[src/rtl/uart_pkg.sv]
// Shared constants, TX state type and majority vote helper
// for the UART word bridge and its RX line filter.
package uart_pkg;

  localparam int BYTE_W  = 8;
  localparam int MAJ_MAX = 64;

  typedef enum logic [1:0] {
    IDLE,
    SEND,
    WAIT_DONE
  } tx_state_e;

  // Votes over the low n bits of v; n must be odd and <= MAJ_MAX.
  function automatic logic majority(
    input logic [MAJ_MAX-1:0] v,
    input int                 n
  );
    int ones;
    ones = 0;
    for (int i = 0; i < MAJ_MAX; i++) begin
      if (i < n && v[i]) ones++;
    end
    return (2 * ones > n);
  endfunction

endpackage

[src/rtl/rx_majority_filter.sv]
// Majority-vote deglitcher for the raw serial RX line.
// The window resets to all ones so the line reads idle.
module rx_majority_filter
  import uart_pkg::*;
#(
  parameter int TAPS = 3
) (
  input  logic clk,
  input  logic rst_n,
  input  logic rx_in,
  output logic rx_out
);

  logic [TAPS-1:0]    r_sh;
  logic [MAJ_MAX-1:0] w_win;

  always_ff @(posedge clk or negedge rst_n) begin
    if (!rst_n) begin
      r_sh <= '1;
    end else begin
      r_sh <= {r_sh[TAPS-2:0], rx_in};
    end
  end

  assign w_win  = MAJ_MAX'(r_sh);
  assign rx_out = majority(w_win, TAPS);

endmodule

[src/rtl/uart_word_bridge.sv]
// Word <-> byte bridge to a byte-level UART core, with
// RX word reassembly, inter-byte timeout and RX line filter.
module uart_word_bridge
  import uart_pkg::*;
#(
  parameter int WORD_BYTES     = 4,
  parameter bit MSB_FIRST      = 1'b1,
  parameter int TIMEOUT_CYCLES = 10000,
  parameter int FILTER_TAPS    = 3
) (
  input  logic                         clk,
  input  logic                         rst_n,
  input  logic [BYTE_W*WORD_BYTES-1:0] i_sys_data,
  input  logic                         sys_tx_data_valid,
  output logic                         word_busy,
  output logic [BYTE_W*WORD_BYTES-1:0] o_sys_data,
  output logic                         sys_rx_data_valid,
  output logic                         rx_frame_err,
  output logic [BYTE_W-1:0]            tx_data,
  output logic                         tx_data_valid,
  input  logic                         tx_busy,
  input  logic                         tx_done,
  input  logic [BYTE_W-1:0]            rx_data,
  input  logic                         rx_data_valid,
  input  logic                         rx_serial_raw,
  output logic                         rx_serial_filt
);

  localparam int WW = BYTE_W * WORD_BYTES;
  localparam int IW =
    ($clog2(WORD_BYTES) > 1) ? $clog2(WORD_BYTES) : 1;
  localparam int CW =
    ($clog2(TIMEOUT_CYCLES + 1) > 1) ?
    $clog2(TIMEOUT_CYCLES + 1) : 1;

  localparam logic [IW-1:0] LAST = IW'(WORD_BYTES - 1);
  localparam logic [CW-1:0] EXPIRE =
    CW'(TIMEOUT_CYCLES > 0 ? TIMEOUT_CYCLES - 1 : 0);

  // Bit offset of wire-order byte idx inside a word.
  function automatic int slot_lsb(input logic [IW-1:0] idx);
    if (MSB_FIRST)
      return BYTE_W * (WORD_BYTES - 1 - int'(idx));
    return BYTE_W * int'(idx);
  endfunction

  tx_state_e     r_state;
  tx_state_e     w_state_nxt;
  logic [WW-1:0] r_tx_word;
  logic [IW-1:0] r_byte_idx;
  logic          w_load;
  logic          w_fire;
  logic          w_adv;

  always_comb begin
    w_state_nxt = r_state;
    w_load      = 1'b0;
    w_fire      = 1'b0;
    w_adv       = 1'b0;
    unique case (r_state)
      IDLE: begin
        if (sys_tx_data_valid) begin
          w_load      = 1'b1;
          w_state_nxt = SEND;
        end
      end
      SEND: begin
        if (!tx_busy) begin
          w_fire      = 1'b1;
          w_state_nxt = WAIT_DONE;
        end
      end
      WAIT_DONE: begin
        if (tx_done) begin
          if (r_byte_idx == LAST) begin
            w_state_nxt = IDLE;
          end else begin
            w_adv       = 1'b1;
            w_state_nxt = SEND;
          end
        end
      end
      default: w_state_nxt = IDLE;
    endcase
  end

  always_ff @(posedge clk or negedge rst_n) begin
    if (!rst_n) begin
      r_state       <= IDLE;
      r_tx_word     <= '0;
      r_byte_idx    <= '0;
      tx_data       <= '0;
      tx_data_valid <= 1'b0;
    end else begin
      r_state       <= w_state_nxt;
      tx_data_valid <= w_fire;
      if (w_load) begin
        r_tx_word  <= i_sys_data;
        r_byte_idx <= '0;
      end
      if (w_fire) begin
        tx_data <= r_tx_word[slot_lsb(r_byte_idx) +: BYTE_W];
      end
      if (w_adv) begin
        r_byte_idx <= r_byte_idx + IW'(1);
      end
    end
  end

  assign word_busy = (r_state != IDLE);

  logic [WW-1:0] r_rx_acc;
  logic [WW-1:0] w_rx_merged;
  logic [IW-1:0] r_rx_cnt;
  logic [CW-1:0] r_idle_cnt;
  logic          w_expire;
  logic          w_timing;

  always_comb begin
    w_rx_merged = r_rx_acc;
    w_rx_merged[slot_lsb(r_rx_cnt) +: BYTE_W] = rx_data;
  end

  // A byte on the expiry cycle takes priority over the error.
  assign w_timing = (TIMEOUT_CYCLES > 0) && (r_rx_cnt != '0);
  assign w_expire = w_timing && !rx_data_valid &&
                    (r_idle_cnt == EXPIRE);

  always_ff @(posedge clk or negedge rst_n) begin
    if (!rst_n) begin
      r_rx_acc          <= '0;
      r_rx_cnt          <= '0;
      r_idle_cnt        <= '0;
      o_sys_data        <= '0;
      sys_rx_data_valid <= 1'b0;
      rx_frame_err      <= 1'b0;
    end else begin
      sys_rx_data_valid <= 1'b0;
      rx_frame_err      <= 1'b0;
      if (rx_data_valid) begin
        r_rx_acc   <= w_rx_merged;
        r_idle_cnt <= '0;
        if (r_rx_cnt == LAST) begin
          o_sys_data        <= w_rx_merged;
          sys_rx_data_valid <= 1'b1;
          r_rx_cnt          <= '0;
        end else begin
          r_rx_cnt <= r_rx_cnt + IW'(1);
        end
      end else if (w_expire) begin
        r_rx_cnt     <= '0;
        r_idle_cnt   <= '0;
        rx_frame_err <= 1'b1;
      end else if (w_timing) begin
        r_idle_cnt <= r_idle_cnt + CW'(1);
      end
    end
  end

  rx_majority_filter #(
    .TAPS (FILTER_TAPS)
  ) u_filt (
    .clk    (clk),
    .rst_n  (rst_n),
    .rx_in  (rx_serial_raw),
    .rx_out (rx_serial_filt)
  );

endmodule

[config.mk]
export PLATFORM = sky130hd
export DESIGN_NAME = uart_word_bridge
export DESIGN_NICKNAME = d
export VERILOG_FILES = /design/src/rtl/uart_pkg.sv /design/src/rtl/rx_majority_filter.sv /design/src/rtl/uart_word_bridge.sv
export SDC_FILE = /design/constraint.sdc
export NUM_CORES = 1
export LEC_CHECK = 0
export BUFFER_PORTS_ARGS = -buffer_cell sky130_fd_sc_hd__buf_2
export CORE_ASPECT_RATIO = 1.2
export CORE_MARGIN = 2
export CORE_UTILIZATION = 35
export CTS_BUF_LIST = sky130_fd_sc_hd__clkbuf_16
export CTS_CLUSTER_SIZE = 12
export DETAILED_ROUTE_END_ITERATION = 10
export PLACE_DENSITY = 0.52
export SLEW_MARGIN = 40
export SYNTH_ARGS = -nofsm -noshare
export SYNTH_HDL_FRONTEND = slang
export SYNTH_SLANG_ARGS = --single-unit
[constraint.sdc]
create_clock -name clk -period 2 [get_ports clk]
set_input_delay 0.5 -clock clk [delete_from_list [all_inputs] [get_ports clk]]
set_output_delay 0.5 -clock clk [all_outputs]
set_load 0.01 [all_outputs]
======== Yosys cells after proc, flatten, opt, wreduce, memory -nomap -nowiden ========
Index checks and enable logic that the tools add are counted.
operators by class
  $add $sub $neg .......................... 8
  $mul .................................... 0
  div/mod/pow operators ................... 0
  magnitude comparators ................... 1
  eq/ne operators ......................... 8
  shift-type cells ........................ 3
  mux-type cells .......................... 31
  bitwise logic cells ..................... 0
  reduce and logical (&&, ||, !) cells .... 11
operators by type and width
  kind                     count
  $mux 32                  2
  $mux 31                  2
  $mux 14                  3
  $neg 6->33               1
  $shift 8x33->32 const A  1
  $shiftx 8x33->32         1
  $bwmux 32                1
  $gt 32x3->1 const B      1
  $shiftx 32x32->8         1
  $add 31x2->31 const B    1
  $mux 2                   8
  $add 14x1->14 const B    1
  $eq 14x14->1 const B     1
  $mux 1                   14
  $reduce_bool 2->1        4
  $eq 2x2->1 const B       3
  $ne 2x2->1 const B       3
  $pmux 2 s3               1
  $sub 2x2->3 const A      2
  $add 2x1->2 const B      2
  $reduce_and 3->1         1
  $reduce_bool 3->1        1
  $add 1x1->2 const B      1
  $eq 2x1->1 const B       1
  4 further kinds          5
storage, ports and cells
  flip-flop bits (word level) ............. 130
  bits in latches ......................... 0
  RAM bits ................................ 0
  ROM bits ................................ 0
  input port bits ......................... 47
  output and inout bits ................... 45
  word-level logic and storage cells ...... 74
  memories kept ........................... 0

======== Logic depth before layout (Yosys ltp) ========
  word-level depth ........................ 6
  depth in mapped cells ................... 8
  gate-level depth less buffers ........... 6

======== Modules after synthesis ========
From an unflattened synthesis, not the netlist that was laid out.
second synthesis, totals
  cells, all modules ...................... 453
  area, all modules ....................... 5579.1 µm²
by module, submodules not included
  module              times used  cells each  area an instance (µm²)  sequential area each (µm²)
  uart_word_bridge    1           443         5449.0                  3178.0
  rx_majority_filter  1           10          130.1                   78.8

======== Worst setup path before layout ========
Ideal clock, no wire load.
  path kind ............................... reg-to-reg
  from .................................... reg r_rx_cnt[0]
  to ...................................... reg r_idle_cnt[13]
  setup time .............................. 0.119 ns
  arrival time ............................ 1.980 ns
  required time ........................... 1.881 ns
  slack ................................... -0.099 ns
  stages on the path, launching flop included .. 9
  buffers on the path ..................... 2
  period minus slack after synthesis ...... 2.099 ns
  cell sequence ........................... dfrtp_1 -> inv_1 -> ha_1 -> clkbuf_1 -> nand4b_1 -> or4_4 -> nand2b_4 -> buf_6 -> nor2_1
between the ends
  longest elaborated chain between the ends .. 5
  elaborated cells between the ends (all ways) .. 6
  classes of those cells .................. 2 x mux; 4 x reduce/logical
ends and longest elaborated chain
  element                          line                     source
  start: declaration               uart_word_bridge.sv:114  logic [IW-1:0] r_rx_cnt;
  start signal: assignment         uart_word_bridge.sv:148  r_rx_cnt <= r_rx_cnt + IW'(1);
  $reduce_bool 2->1 (*)            uart_word_bridge.sv:125  assign w_timing = (TIMEOUT_CYCLES > 0) && (r_rx_cnt != '0);
  $logic_and 1x1->1 (2 in series)  uart_word_bridge.sv:126  assign w_expire = w_timing && !rx_data_valid &&
  $mux 14                          uart_word_bridge.sv:150  end else if (w_expire) begin
  $mux 14                          uart_word_bridge.sv:140  if (rx_data_valid) begin
  end signal: assignment           uart_word_bridge.sv:155  r_idle_cnt <= r_idle_cnt + CW'(1);
  end: declaration                 uart_word_bridge.sv:115  logic [CW-1:0] r_idle_cnt;
Mark *: on every way between the ends. The rest lies on a longest branch, timed or not.
A chain may end at the register's enable or synchronous reset.

======== Worst setup path after layout ========
  from .................................... reg u_filt.r_sh[1]
  to ...................................... out rx_serial_filt
between the ends
  longest elaborated chain between the ends .. 4
ends and longest elaborated chain
  element                   line                      source
  start: declaration        rx_majority_filter.sv:14  logic [TAPS-1:0] r_sh;
  start signal: assignment  rx_majority_filter.sv:21  r_sh <= {r_sh[TAPS-2:0], rx_in};
  $mux 31 (*)               uart_pkg.sv:22            if (i < n && v[i]) ones++;
  $add 31x2->31             uart_pkg.sv:22
  $mux 31 (*)               uart_pkg.sv:22
  $gt 32x3->1 (*)           uart_pkg.sv:24            return (2 * ones > n);
  end: declaration          uart_word_bridge.sv:26    output logic rx_serial_filt
Marked as above.

==> results by group <==
Final layout
  – Most common cell after layout, fill and taps aside: dfrtp_1
  – Synth-to-layout area growth: 24.3%
  – Share of layout cells above drive strength 1: about a third
  – Most frequent cells in the layout: 126 x dfrtp_1, 90 x buf_2, 42 x nand2_1
  – Filler Cells Inserted: 1480
  – Net count, final: 638
  – Ant diodes: 0

Floorplanning
  – Initial Util: 36.1%
  – Die height: 143 um
  – Die area: 17200 um2
  – Die Wd: about 120 um
  – Placement Rows: 50
  – IO Pins: 92
  – Core Region: 15700 um2

Global routing
  – Largest net degree at the start of global routing: 49
  – Vias in the first global route: 4131
  – Total congestion overflow: 0
  – All-layer global routing usage: 16.0%
  – Initial antenna violation count: 0
  – GR Layer Usage met3: under 10%
  – First-pass GRT wire length: 21200 um
  – Met2 usage in global routing: 26.6%
  – Met1 usage: 20.1%
  – Gr busiest metal: met2

Logic synthesis
  – Post-synthesis xor/xnor area fraction: 2.01%
  – Post-synth EDFFs: 0
  – Post-Synth Simple-Gate Area: ~13%
  – Count of cell types in the netlist: 42
  – Async S/R FF share, synth: 100%
  – Main combinational cell family by area after synthesis: simple AND/OR/NAND/NOR gates
  – Top_reg_cell synth: dfrtp_1
  – Syn Nets: between 500 and 600
  – Synthesized area per cell: 12.0 um2
  – Multiplexer share of the synthesized area: 11.7%
  – Compound-gate portion of the synthesized area: 11.2%
  – Post-synth design cell area: 5670 um2
  – Seq/Total Area, Yosys: 57.4%
  – Synth Instances: 472
  – Adder-cell area share of the yosys netlist: 2.43%
  – Yosys reg bits: 130
  – Ys Warns: 0

Power
  – P_sw: 2.84 mW
  – P per Cell Area: 1360 nW/um2
  – Logic gate share of total power: 29.8%
  – Peak supply drop: 424 uV
  – Final Power: 9.58 mW
  – Clk pwr share: 28.2%
  – Flop pwr share: approximately two fifths
  – Internal Pwr Total: 6.74 mW
  – Net Sw Frac: 29.7%
  – Leakage: 3.33 nW

Timing
  – Worst slew pin tran: 413 ps
  – Fin crit period: ~2000 ps
  – Setup repair after global routing missed its margin: true
  – Max Fclk: 500 MHz
  – Worst clock skew: 11.9 ps
  – Worst setup margin: 1.96 ps
  – Tcrit/Tclk final: 99.9%
  – Final setup violating endpoints: 0
  – Total negative slack: 0 ps
  – Rel. slew slack: 72.5%
  – Final hold vios: 0
  – Max Slew Vio Count: 0

Routing
  – DR WL/cell: 16.1 um
  – Drt via density: 4.94
  – Iteration-0 DRC Markers: ~220
  – DRC Markers: 0
  – DR pass1 iterations: 4
  – Detail Route Antenna Nets: 0
  – Via count: 3956
  – Drt total wl: 12900 um

Critical path
  – Crit start category: register
  – WP data arrival: roughly 1500 ps
  – WS Path Type: register to output port
  – Setup crit end kind: output port
  – Data required time of the critical path: 1500 ps
  – CP max FO: 2

CTS
  – TritonCTS buffer count: 17
  – Clk slew on worst S/H paths: around 50 ps
  – Worst skew pair latency: 410 ps
  – CTS tree: yes
  – CTS sink count: 130
  – CTS root buffer: clkbuf_16
  – H-tree levels: 4
  – CTS max path bufs: 2
  – Cts-stage hold buffer count: 0

Place
  – HPWL after DPL: 9180 um
  – Setup WS pre-CTS: between 100 and 150 ps
  – Placer congestion estimate: 0.763
  – Port-buffer cells: between 90 and 100

Status
  – Outcome: finished clean

Job
  – Max_cap viols: 0

Worst hold path
  – Worst Hold Class: input pin to async pin
==> worst max-delay path: stages, from the launching register on <==
cell,delay [ps]
dfstp_2,530
inv_2,40
ha_4,220
o21ai_1,100
o21ai_1,70
buf_2,140
==> path summary, 6_finish.rpt <==
| kind | from | to | slack, ps | depth (start not counted) |
|---|---|---|---|---|
| setup / recovery | u_filt.r_sh[1] | rx_serial_filt | 2 | 5 |
| hold / removal | rst_n | r_tx_word[10] | 20 | 1 |
| setup reg to reg | r_idle_cnt[6] | r_idle_cnt[8] | 150 | 4 |
| hold reg to reg | o_sys_data[22] | o_sys_data[22] | 470 | 2 |
| max in group asynchronous | rst_n | r_rx_cnt[0] | 1420 | 2 |
| min in group clk | rx_serial_raw | u_filt.r_sh[0] | 190 | 1 |
==> per-layer routing <==
| layer | vias up | routed length [um] |
|---|---|---|
| met2 | 99 | 6300 |
| li1 | 1883 | - |
| met5 | - | 0 |
| met4 | 0 | 127 |
| met1 | 1966 | 5880 |
| met3 | 8 | 616 |
==> power by group through the flow <==
stage | Clock [mW] | Sequential, mW | Combinational (mW)
finish | 2.70 | 4.02 | 2.86
global placement | 0 | 4.03 | 2.83
detailed placement | 0 | 4.07 | 2.91
global route | 2.91 | 4.15 | 3.18
floorplan | 0 | 4.10 | 1.81
CTS | 2.78 | 4.04 | 2.92
==> area by class of cell <==
| cell class | count | area (um2) | area share [%] |
|---|---|---|---|
| tap | 208 | 260 | 3.69 |
| multi-input combinational | 306 | 2290 | 32.5 |
| sequential | 130 | 3260 | 46.2 |
| inverter | 10 | 37.5 | 0.533 |
| clock inverter | 15 | 88.8 | 1.26 |
| clock buffer | 17 | 425 | 6.04 |
| timing repair buffer | 115 | 688 | 9.77 |
==> kinds of logic after synthesis <==
kind of cell,Yosys count
XOR/XNOR,13
AO/OA/AOI/OAI,100
multiplexers,51
AND/OR/NAND/NOR,130
adder cells (fa/ha/maj),11
buffers and inverters,37
flip-flops,130
==> what timing repair did <==
action                     in CTS  in global routing
setup endpoints to repair       1                  3
cloned                          0                  1
gates resized for setup         4                  0
buffers inserted                2                  0
pin swaps                       2                  0
==> synth_stat cells (3+ instances only) <==
cell,count,area share [%]
a21oi_1,26,2.3
nand2b_1,8,0.88
a22o_1,35,5.4
buf_2,5,0.44
nor2_1,19,1.3
mux2_2,41,8.1
and2_1,3,0.33
nor2b_1,28,3.1
nor3b_1,3,0.40
nand2_1,42,2.8
xor2_1,4,0.62
nand4_1,3,0.33
o21ai_0,37,3.3
clkbuf_1,20,1.3
mux4_2,8,3.2
dfrtp_1,127,56
inv_1,10,0.66
xnor2_1,9,1.4
ha_1,11,2.4
dfstp_2,3,1.4
nor4_1,4,0.44
==> flip-flops by register name (all words and copies together), names as in the netlist, 2 cells and up <==
name and flops:
r_state 2, tx_data 8, r_byte_idx 2, r_rx_cnt 2, r_tx_word 32, r_idle_cnt 14, r_rx_acc 32, o_sys_data 32
u_filt.r_sh 3
==> metrics by stage <==
stage,hold WS (ps),cell area [um2],util [%],cells
final,23.9,7050,44.9,801
after global routing,39.7,7050,44.9,801
after CTS,23.0,7040,44.8,800
after detailed placement,368,6500,41.4,766
after global placement,365,6500,41.4,766
after floorplan,204,5670,-,472
(Power assumes the default switching activity.)
